**src/rtl/wash_if.sv**
```systemverilog
// wash_if: command, status and counter-link signals between the wash controller and its sequencer
interface wash_if;
  logic       START;
  logic       ABORT;
  logic       PAUSE;
  logic       DOOR_OPEN;
  logic [1:0] MODE;
  logic       TICK;
  logic [7:0] Q;
  logic [7:0] RS;
  logic       LD_;
  logic       M;
  logic       CNT_CP;
  logic       VALVE;
  logic       MOTOR;
  logic       PUMP;
  logic       SPIN_HI;
  logic       DONE_LED;
  logic [2:0] PHASE;
  modport master (
    output START, ABORT, PAUSE, DOOR_OPEN, MODE, TICK, Q,
    input  RS, LD_, M, CNT_CP, VALVE, MOTOR, PUMP, SPIN_HI, DONE_LED, PHASE
  );
  modport slave (
    input  START, ABORT, PAUSE, DOOR_OPEN, MODE, TICK, Q,
    output RS, LD_, M, CNT_CP, VALVE, MOTOR, PUMP, SPIN_HI, DONE_LED, PHASE
  );
endinterface

```
**src/rtl/wash_sequencer.sv**
```systemverilog
// wash_sequencer: steps FILL/WASH/RINSE/DRAIN/SPIN phases, timing each with an external down-counter
module wash_sequencer #(
  parameter logic [7:0] T_FILL   = 8'd20,
  parameter logic [7:0] T_WASH_Q = 8'd60,
  parameter logic [7:0] T_WASH_N = 8'd120,
  parameter logic [7:0] T_WASH_H = 8'd200,
  parameter logic [7:0] T_RINSE  = 8'd40,
  parameter logic [7:0] T_DRAIN  = 8'd15,
  parameter logic [7:0] T_SPIN   = 8'd50
) (
  input logic   CP,
  input logic   CLR,
  wash_if.slave bus
);
  typedef enum logic [2:0] {
    IDLE  = 3'd0,
    FILL  = 3'd1,
    WASH  = 3'd2,
    RINSE = 3'd3,
    DRAIN = 3'd4,
    SPIN  = 3'd5,
    DONE  = 3'd6
  } state_t;
  state_t     state, state_nx;
  logic [1:0] mode_q, mode_nx, rinse_cnt, rinse_nx, last_grp;
  logic [7:0] rs_q, rs_nx, wash_t, dur;
  logic [4:0] act_q, act_nx;
  logic       ld_q, ld_nx, cnt_q, cnt_nx;
  logic       running, hold, gate, check, fin, start_ok, enter;
  assign running  = state inside {FILL, WASH, RINSE, DRAIN, SPIN};
  assign gate     = bus.PAUSE || bus.DOOR_OPEN;
  assign hold     = running && gate;
  // Q is only trusted once the load cycle of the current phase has passed
  assign check    = running && ld_q && !hold;
  assign fin      = check && bus.Q == 8'd0;
  assign start_ok = bus.START && !bus.DOOR_OPEN && (state == IDLE || state == DONE);
  // rinse_cnt counts completed FILL..DRAIN groups; last_grp is the group after which SPIN follows
  assign last_grp = mode_q == 2'd3 ? 2'd0 : mode_q == 2'd2 ? 2'd2 : 2'd1;
  assign wash_t   = mode_q == 2'd0 ? T_WASH_Q : mode_q == 2'd2 ? T_WASH_H : T_WASH_N;
  always_comb begin
    state_nx = state;
    mode_nx  = mode_q;
    rinse_nx = rinse_cnt;
    if (bus.ABORT) begin
      state_nx = IDLE;
    end else if (start_ok) begin
      state_nx = FILL;
      mode_nx  = bus.MODE;
      rinse_nx = 2'd0;
    end else if (fin) begin
      case (state)
        FILL:        state_nx = (rinse_cnt == 2'd0 && mode_q != 2'd3) ? WASH : RINSE;
        WASH, RINSE: state_nx = DRAIN;
        DRAIN: begin
          state_nx = rinse_cnt == last_grp ? SPIN : FILL;
          rinse_nx = rinse_cnt + 2'd1;
        end
        SPIN:        state_nx = DONE;
        default:     state_nx = state;
      endcase
    end
  end
  assign enter  = state_nx != state && state_nx inside {FILL, WASH, RINSE, DRAIN, SPIN};
  assign dur    = state_nx == FILL  ? T_FILL  :
                  state_nx == WASH  ? wash_t  :
                  state_nx == RINSE ? T_RINSE :
                  state_nx == DRAIN ? T_DRAIN : T_SPIN;
  assign ld_nx  = !enter;
  assign rs_nx  = enter ? dur : rs_q;
  // a tick that coincides with completion (Q==0) never strobes, so the counter cannot wrap
  assign cnt_nx = bus.TICK && check && bus.Q != 8'd0 && !bus.ABORT;
  assign act_nx = {state_nx == FILL && !gate,
                   state_nx inside {WASH, RINSE, SPIN} && !gate,
                   state_nx inside {DRAIN, SPIN} && !gate,
                   state_nx == SPIN && !gate,
                   state_nx == DONE};
  always_ff @(posedge CP) begin
    if (CLR) begin
      state     <= IDLE;
      mode_q    <= 2'd0;
      rinse_cnt <= 2'd0;
      rs_q      <= 8'd0;
      ld_q      <= 1'b1;
      cnt_q     <= 1'b0;
      act_q     <= 5'd0;
    end else begin
      state     <= state_nx;
      mode_q    <= mode_nx;
      rinse_cnt <= rinse_nx;
      rs_q      <= rs_nx;
      ld_q      <= ld_nx;
      cnt_q     <= cnt_nx;
      act_q     <= act_nx;
    end
  end
  assign bus.RS     = rs_q;
  assign bus.LD_    = ld_q;
  assign bus.M      = 1'b0;
  assign bus.CNT_CP = cnt_q;
  assign bus.PHASE  = state;
  assign {bus.VALVE, bus.MOTOR, bus.PUMP, bus.SPIN_HI, bus.DONE_LED} = act_q;
endmodule

```
**src/flat_wrapper.sv**
```systemverilog
// flat-port wrapper written by rule: the top's interface ports become plain ports
module wash_sequencer_flat 
#(
  parameter logic [7:0] T_FILL   = 8'd20,
  parameter logic [7:0] T_WASH_Q = 8'd60,
  parameter logic [7:0] T_WASH_N = 8'd120,
  parameter logic [7:0] T_WASH_H = 8'd200,
  parameter logic [7:0] T_RINSE  = 8'd40,
  parameter logic [7:0] T_DRAIN  = 8'd15,
  parameter logic [7:0] T_SPIN   = 8'd50
)
  (CP, CLR, bus_START, bus_ABORT, bus_PAUSE, bus_DOOR_OPEN, bus_MODE, bus_TICK, bus_Q, bus_RS, bus_LD_, bus_M, bus_CNT_CP, bus_VALVE, bus_MOTOR, bus_PUMP, bus_SPIN_HI, bus_DONE_LED, bus_PHASE);
  wash_if bus_i ();
  input logic CP;
  input logic CLR;
  input wire logic [$bits(bus_i.START)-1:0] bus_START;
  input wire logic [$bits(bus_i.ABORT)-1:0] bus_ABORT;
  input wire logic [$bits(bus_i.PAUSE)-1:0] bus_PAUSE;
  input wire logic [$bits(bus_i.DOOR_OPEN)-1:0] bus_DOOR_OPEN;
  input wire logic [$bits(bus_i.MODE)-1:0] bus_MODE;
  input wire logic [$bits(bus_i.TICK)-1:0] bus_TICK;
  input wire logic [$bits(bus_i.Q)-1:0] bus_Q;
  output wire logic [$bits(bus_i.RS)-1:0] bus_RS;
  output wire logic [$bits(bus_i.LD_)-1:0] bus_LD_;
  output wire logic [$bits(bus_i.M)-1:0] bus_M;
  output wire logic [$bits(bus_i.CNT_CP)-1:0] bus_CNT_CP;
  output wire logic [$bits(bus_i.VALVE)-1:0] bus_VALVE;
  output wire logic [$bits(bus_i.MOTOR)-1:0] bus_MOTOR;
  output wire logic [$bits(bus_i.PUMP)-1:0] bus_PUMP;
  output wire logic [$bits(bus_i.SPIN_HI)-1:0] bus_SPIN_HI;
  output wire logic [$bits(bus_i.DONE_LED)-1:0] bus_DONE_LED;
  output wire logic [$bits(bus_i.PHASE)-1:0] bus_PHASE;
  assign bus_i.START = bus_START;
  assign bus_i.ABORT = bus_ABORT;
  assign bus_i.PAUSE = bus_PAUSE;
  assign bus_i.DOOR_OPEN = bus_DOOR_OPEN;
  assign bus_i.MODE = bus_MODE;
  assign bus_i.TICK = bus_TICK;
  assign bus_i.Q = bus_Q;
  assign bus_RS = bus_i.RS;
  assign bus_LD_ = bus_i.LD_;
  assign bus_M = bus_i.M;
  assign bus_CNT_CP = bus_i.CNT_CP;
  assign bus_VALVE = bus_i.VALVE;
  assign bus_MOTOR = bus_i.MOTOR;
  assign bus_PUMP = bus_i.PUMP;
  assign bus_SPIN_HI = bus_i.SPIN_HI;
  assign bus_DONE_LED = bus_i.DONE_LED;
  assign bus_PHASE = bus_i.PHASE;
  wash_sequencer #(.T_FILL(T_FILL), .T_WASH_Q(T_WASH_Q), .T_WASH_N(T_WASH_N), .T_WASH_H(T_WASH_H), .T_RINSE(T_RINSE), .T_DRAIN(T_DRAIN), .T_SPIN(T_SPIN)) u_core (.CP(CP), .CLR(CLR), .bus(bus_i));
endmodule
```
**config.mk**
```make
export PLATFORM = sky130hd
export DESIGN_NAME = wash_sequencer_flat
export DESIGN_NICKNAME = d
export VERILOG_FILES = /design/src/rtl/wash_if.sv /design/src/rtl/wash_sequencer.sv /design/src/flat_wrapper.sv
export SDC_FILE = /design/constraint.sdc
export NUM_CORES = 1
export LEC_CHECK = 0
export ABC_CLOCK_PERIOD_IN_PS = 2400
export BUFFER_PORTS_ARGS = -buffer_cell sky130_fd_sc_hd__buf_4
export CAP_MARGIN = 10
export CORE_MARGIN = 8
export CORE_UTILIZATION = 47
export CTS_BUF_LIST = sky130_fd_sc_hd__clkbuf_16
export DETAILED_ROUTE_END_ITERATION = 8
export PLACE_DENSITY = 0.75
export SLEW_MARGIN = 10
export SYNTH_ARGS = -nofsm -noshare
export SYNTH_HDL_FRONTEND = slang
export SYNTH_SLANG_ARGS = --single-unit
```
**constraint.sdc**
```tcl
create_clock -name CP -period 2.4 [get_ports CP]
set_input_delay 0.72 -clock CP [delete_from_list [all_inputs] [get_ports CP]]
set_output_delay 0.72 -clock CP [all_outputs]
set_load 0.05 [all_outputs]
```
# [Word level (Yosys, flattened, before mapping)]
# Cells that the tools add are included.
[op_classes] n_eq_ne=17 n_addsub=1 bitwise=1 reduce_logical=36 mux=17
[op_table] operator="8-bit 2-to-1 mux" n=5
[op_table] operator="3-bit equality test (second input constant)" n=6
[op_table] operator="1-bit logical AND" n=15
[op_table] operator="3-bit by 2-bit equality test with 1-bit output (second input constant)" n=4
[op_table] operator="3-bit 2-to-1 mux" n=4
[op_table] operator="3-bit one-hot mux with 4 select lines" n=1
[op_table] operator="2-bit 2-to-1 mux" n=5
[op_table] operator="5-bit nonzero test" n=2
[op_table] operator="8-bit zero test" n=1
[op_table] operator="8-bit nonzero test" n=1
[op_table] operator="3-bit by 1-bit equality test with 1-bit output (second input constant)" n=2
[op_table] operator="6-bit 2-to-1 mux" n=1
[op_table] operator="2-bit nonzero test" n=3
[op_table] operator="1-bit zero test" n=5
[op_table] operator="2-bit equality test (second input constant)" n=2
[op_table] operator="2-bit zero test" n=2
[op_table] operator="3-bit zero test" n=1
[op_table] operator="3-bit inequality test" n=1
[op_table] operator="3-bit AND reduction" n=1
[op_table] operator="3-bit nonzero test" n=1
[op_table] operator="2-bit by 1-bit adder with 2-bit output (second input constant)" n=1
[op_table] operator="2-bit equality test" n=1
[op_table] operator="1-bit logical OR" n=2
[op_table] operator="2-bit inequality test (second input constant)" n=1
[op_table] operator="other kinds (4)" n=4
[word_totals] elab_cells=79 out_inout_bits=19 input_bits=17 ff_bits=22

# [Depth between registers and ports, before layout]
[logic_depth] word_depth=14 depth_mapped=9 depth_no_buf=8

# [Least setup slack after synthesis]
# OpenSTA, ideal clock, no wires.
[synth_path] path_kind="input-to-reg" startpoint="in bus_Q[1]" endpoint="reg u_core.rs_q[4] (netlist: u_core.bus.RS[4])" t_arrival_ns=2.250 stages=6 path_buffers=0 setup_ns=0.143 path_slack_ns=0.007 t_required_ns=2.257 path_cell_list="nor4_4 -> a41oi_1 -> or3_4 -> or3_4 -> o22ai_2 -> a221oi_1"
[synth_via] elab_chain_len=10 elab_cells_between_ends=17 cone_classes="eq/ne (6); mux (7); reduce/logical (4)"
[synth_rtl] element="start, declared" line_no="flat_wrapper.sv:22" text="input wire logic [$bits(bus_i.Q)-1:0] bus_Q;"
[synth_rtl] element="8-bit zero test *" line_no="wash_sequencer.sv:35" text="assign fin = check && bus.Q == 8'd0;"
[synth_rtl] element="1-bit logical AND *" line_no="wash_sequencer.sv:35"
[synth_rtl] element="3-bit 2-to-1 mux *" line_no="wash_sequencer.sv:50" text="end else if (fin) begin"
[synth_rtl] element="3-bit 2-to-1 mux *" line_no="wash_sequencer.sv:46" text="end else if (start_ok) begin"
[synth_rtl] element="3-bit 2-to-1 mux *" line_no="wash_sequencer.sv:44" text="if (bus.ABORT) begin"
[synth_rtl] element="3-bit equality test" line_no="wash_sequencer.sv:63, wash_sequencer.sv:67"
[synth_rtl] element="6-bit 2-to-1 mux" line_no="wash_sequencer.sv:67" text="state_nx == DRAIN ? T_DRAIN : T_SPIN;"
[synth_rtl] element="8-bit 2-to-1 mux" line_no="wash_sequencer.sv:66" text="state_nx == RINSE ? T_RINSE :"
[synth_rtl] element="8-bit 2-to-1 mux" line_no="wash_sequencer.sv:65" text="state_nx == WASH ? wash_t :"
[synth_rtl] element="8-bit 2-to-1 mux" line_no="wash_sequencer.sv:64" text="assign dur = state_nx == FILL ? T_FILL :"
[synth_rtl] element="end signal, assigned" line_no="wash_sequencer.sv:90" text="rs_q <= rs_nx;"
[synth_rtl] element="end, declared" line_no="wash_sequencer.sv:26" text="logic [7:0] rs_q, rs_nx, wash_t, dur;"
# Mark *: on every way between the ends. The rest lies on a longest branch, timed or not.
# A chain may end at the register's enable or synchronous reset.

# [Final worst setup path]
[layout_path] startpoint="in bus_Q[2]" endpoint="reg u_core.rs_q[4] (netlist: u_core.bus.RS[4])"
# The elaborated chain is that of the path after synthesis.

==> run_results.csv <==
group,metric,value,unit
setup_path,cp.required,2.53,ns
outcome,status,"complete, but fails checks",
yosys,synth_seq_cells,22,
finish,finalInstanceArea,0.00198,mm2
pwr,vdd_drop_max,0.553,mV
run,drv_cap,0,
cts,cts_buffer_depth,2,
finish,drive_gt1_share,47.3,%
yosys,synth.avg_cell_area,9.15,um2
setup_path,cpMaxStageDelayCell,"or3_4",
finish,syn2layout_area_growth,44.9,%
setup_path,cp_common_cell,"or3_4",
die,coreArea,0.00276,mm2
setup_path,max_stage_delay,0.47,ns
yosys,syn-num-nets,167,
timing,clock.fmax,0.399,GHz
yosys,netlist_instances,149,
pwr,finalPower,977,uW
yosys,ys_types,58,
yosys,syn_area,0.00136,mm2
setup_path,cp-end-kind,"flip-flop",
timing,whs,0.480,ns
worst_hold_path,min_path_type,"reg -> reg",
yosys,yosysSeqAreaShare,32.3,%
global_routing,grt.total_usage,16.0,%
setup_path,crit_fanout,5,
route,avgRoutedWirePerCell,17.7,um
cts,cts-root-buf,"clkbuf_16",
yosys,ys_warn_count,0,
route,wl_met1,1740,um
cts,clk-insertion-delay-late,0.25,ns
timing,setup_viol,4,
die,die_y,69.9,um
finish,seqCellArea,440,um2
timing,final_max_slew_viol_count,0,
global_routing,grt_max_degree,16,
setup_path,critical_path_class,"in -> reg",
timing,hold_viol,0,
setup_path,reg2reg_slack,0.27,ns
cts,tritoncts,"done",
timing,fin_ws,-0.105,ns
finish,num_antenna_cells,0,
global_routing,grt_pass1_vias,1450,
placed_design,dpl.hpwl,2950,um
finish,fin_nets,226,
placed_design,dp.cells,227,
setup_path,startpoint_type,"input port",
route,routed_wl,4220,um
finish,finalNonFillerCells,238,
setup_path,r2r-start,"u_core.bus.PHASE[1]",
timing,fin_crit_sh,104,%
setup_path,reg2regPathDepth,7,
outcome,violations,"setup timing",
cts,cts_made_buffers,3,
setup_path,r2r-end,"u_core.bus.RS[1]",
route,antenna_left,0,
timing,fin_skew,0.00124,ns
cts,clock-sinks,22,
finish,multi_input_area,861,um2
pwr,powerDensity,494,mW/mm2
cts,cts.clk_slew.worst_paths,0.06,ns
die,dieArea,0.00488,mm2
timing,period_minus_slack,2.50,ns
route,drt_iter0_drc,89,
global_routing,grt_pass1_wl,6720,um
global_routing,antenna_found_initial,0,
setup_path,crit_buf_inv,2,
cts,htreeDepth,1,
die,die_x,69.9,um
setup_path,worstSetupStartpoint,"bus_Q[2]",
setup_path,critPathTopFamily,"simple AND/OR/NAND/NOR gates",
timing,rsz0062_at_grt,"yes",
setup_path,crit_chain,"buf_6 -> nor4_4 -> buf_4 -> a41oi_2 -> or3_4 -> or3_4 -> o22ai_2 -> a221oi_2",
cts,holdBufCountCts,0,
setup_path,crit_arrival,2.63,ns
global_routing,overflow,0,
placed_design,place_area,0.00177,mm2
route,wl_met3,261,um
route,drc,0,
yosys,async_flop_share,0,%
route,wl_met2,2130,um
die,row_count,19,
yosys,ys.flop_type,"dfxtp_1",
setup_path,crit_cells,8,
yosys,synth-edff-count,0,
route,drt-pass1-iter-count,4,
die,start_util,49.5,%
finish,fillers,211,
placed_design,port_buffers,34,
placed_design,gp_congestion,0.891,
route,via_count,1410,
pwr,p_leak,0.000793,uW
finish,fin_util,71.6,%
die,pin_count,36,
setup_path,endpoint,"u_core.bus.RS[4]",
route,vias_per_cell,5.92,
route,top_layer,"met4",
==> cell usage in the layout (no fill, tap or decap), types with 2 or more instances in the layout <==
cell type	count
nor4_4	2
a21bo_2	2
o22ai_2	2
buf_4	60
nor4_1	2
a21oi_1	6
a221oi_2	2
o21ai_0	2
or3_1	2
nor2_1	15
dfxtp_1	22
a41oi_2	2
nand2_1	11
nor2b_1	3
buf_6	3
a211oi_1	2
o31ai_1	2
clkbuf_16	3
or2_2	2
nand3_1	6
nand2b_1	3
nor3b_1	3
o32ai_2	3
or3_4	3
nor3_1	3
inv_1	6
o211ai_1	3
a22oi_1	2
==> metal layers <==
layer,global-route usage [%],vias to the layer above
met2,28.0,56
met4,5.13,0
li1,-,667
met3,4.10,8
met1,18.3,679
met5,0,-
==> how the worst min path moves through the flow <==
stage / endpoint / startpoint / slack [ns] / depth (start not counted)
3_5_place_dp: u_core.bus.RS[5] / u_core.bus.RS[5] / 0.47 / 2
5_1_grt: u_core.bus.RS[2] / u_core.bus.RS[2] / 0.50 / 2
4_1_cts: u_core.bus.RS[5] / u_core.bus.RS[5] / 0.48 / 2
2_1_floorplan: u_core.mode_q[1] / u_core.mode_q[1] / 0.48 / 2
3_3_place_gp: u_core.bus.RS[5] / u_core.bus.RS[5] / 0.46 / 2
6_report: u_core.bus.RS[5] / u_core.bus.RS[5] / 0.48 / 2
==> cell families (layout without fill, tap and decap cells) <==
logic type / Yosys count / in the layout / synth area share [%]
simple gates: 64 / 64 / 28.7
compound gates: 43 / 43 / 30.6
flops: 22 / 22 / 32.3
buf+inv: 17 / 75 / 6.51
fa+ha+maj: 1 / 1 / 0.917
other cells: 1 / 1 / 0.275
xor+xnor: 1 / 1 / 0.642
==> synth_stat cells, types with 3 or more instances <==
cell type,instances,area share (%)
a21oi_1,6,2.2
o211ai_1,3,1.7
nand2b_1,3,1.4
o32ai_2,3,3.6
buf_2,5,1.8
nand3_1,6,2.2
nor3b_1,3,1.7
or3_4,3,2.5
inv_1,6,1.7
nor2_1,15,4.1
nor2b_1,3,1.4
dfxtp_1,22,32
nor3_1,4,1.5
nand2_1,11,3.0
==> flip-flops by register name (all words and copies together), names as in the netlist <==
signal	cells
u_core.bus.PHASE	3
u_core.rinse_cnt	2
u_core.mode_q	2
u_core.bus.LD_	1
u_core.bus.CNT_CP	1
u_core.act_q	5
u_core.bus.RS	8
==> final cells by class <==
type	count	share of cell area, %
well taps	31	1.96
repair buffers	64	25.5
multi-input cells	110	43.6
inverters	7	1.33
clock inverters	1	1.52
clock buffers	3	3.80
flip-flops and latches	22	22.3
==> report_power, final <==
group,internal [uW],switching (uW)
clock network,331,135
registers,369,5.13
logic,60.8,75.3
==> worst reg2reg max path, stage by stage (launching register included) <==
cell and delay (ns):
dfxtp_1 0.56, nor2b_1 0.36, nor2_1 0.08, o22a_1 0.24, or2_2 0.34, buf_4 0.16
a22oi_1 0.18, o31ai_1 0.09
==> what timing repair did <==
| item | 4_1_cts | 5_1_grt |
|---|---|---|
| setup buffers | 0 | 7 |
| resized for setup | 0 | 8 |
| setup endpoints to repair | 0 | 12 |
==> through the flow <==
step / TNS [ns] / setup slack (ns)
floorplan: 0 / 0.00683
global placement: -1.81 / -0.194
detailed placement: -2.49 / -0.232
CTS: 0 / 0.00152
global route: -0.956 / -0.190
finish: -0.171 / -0.105
Note: power is estimated with default switching activity, not from simulation.
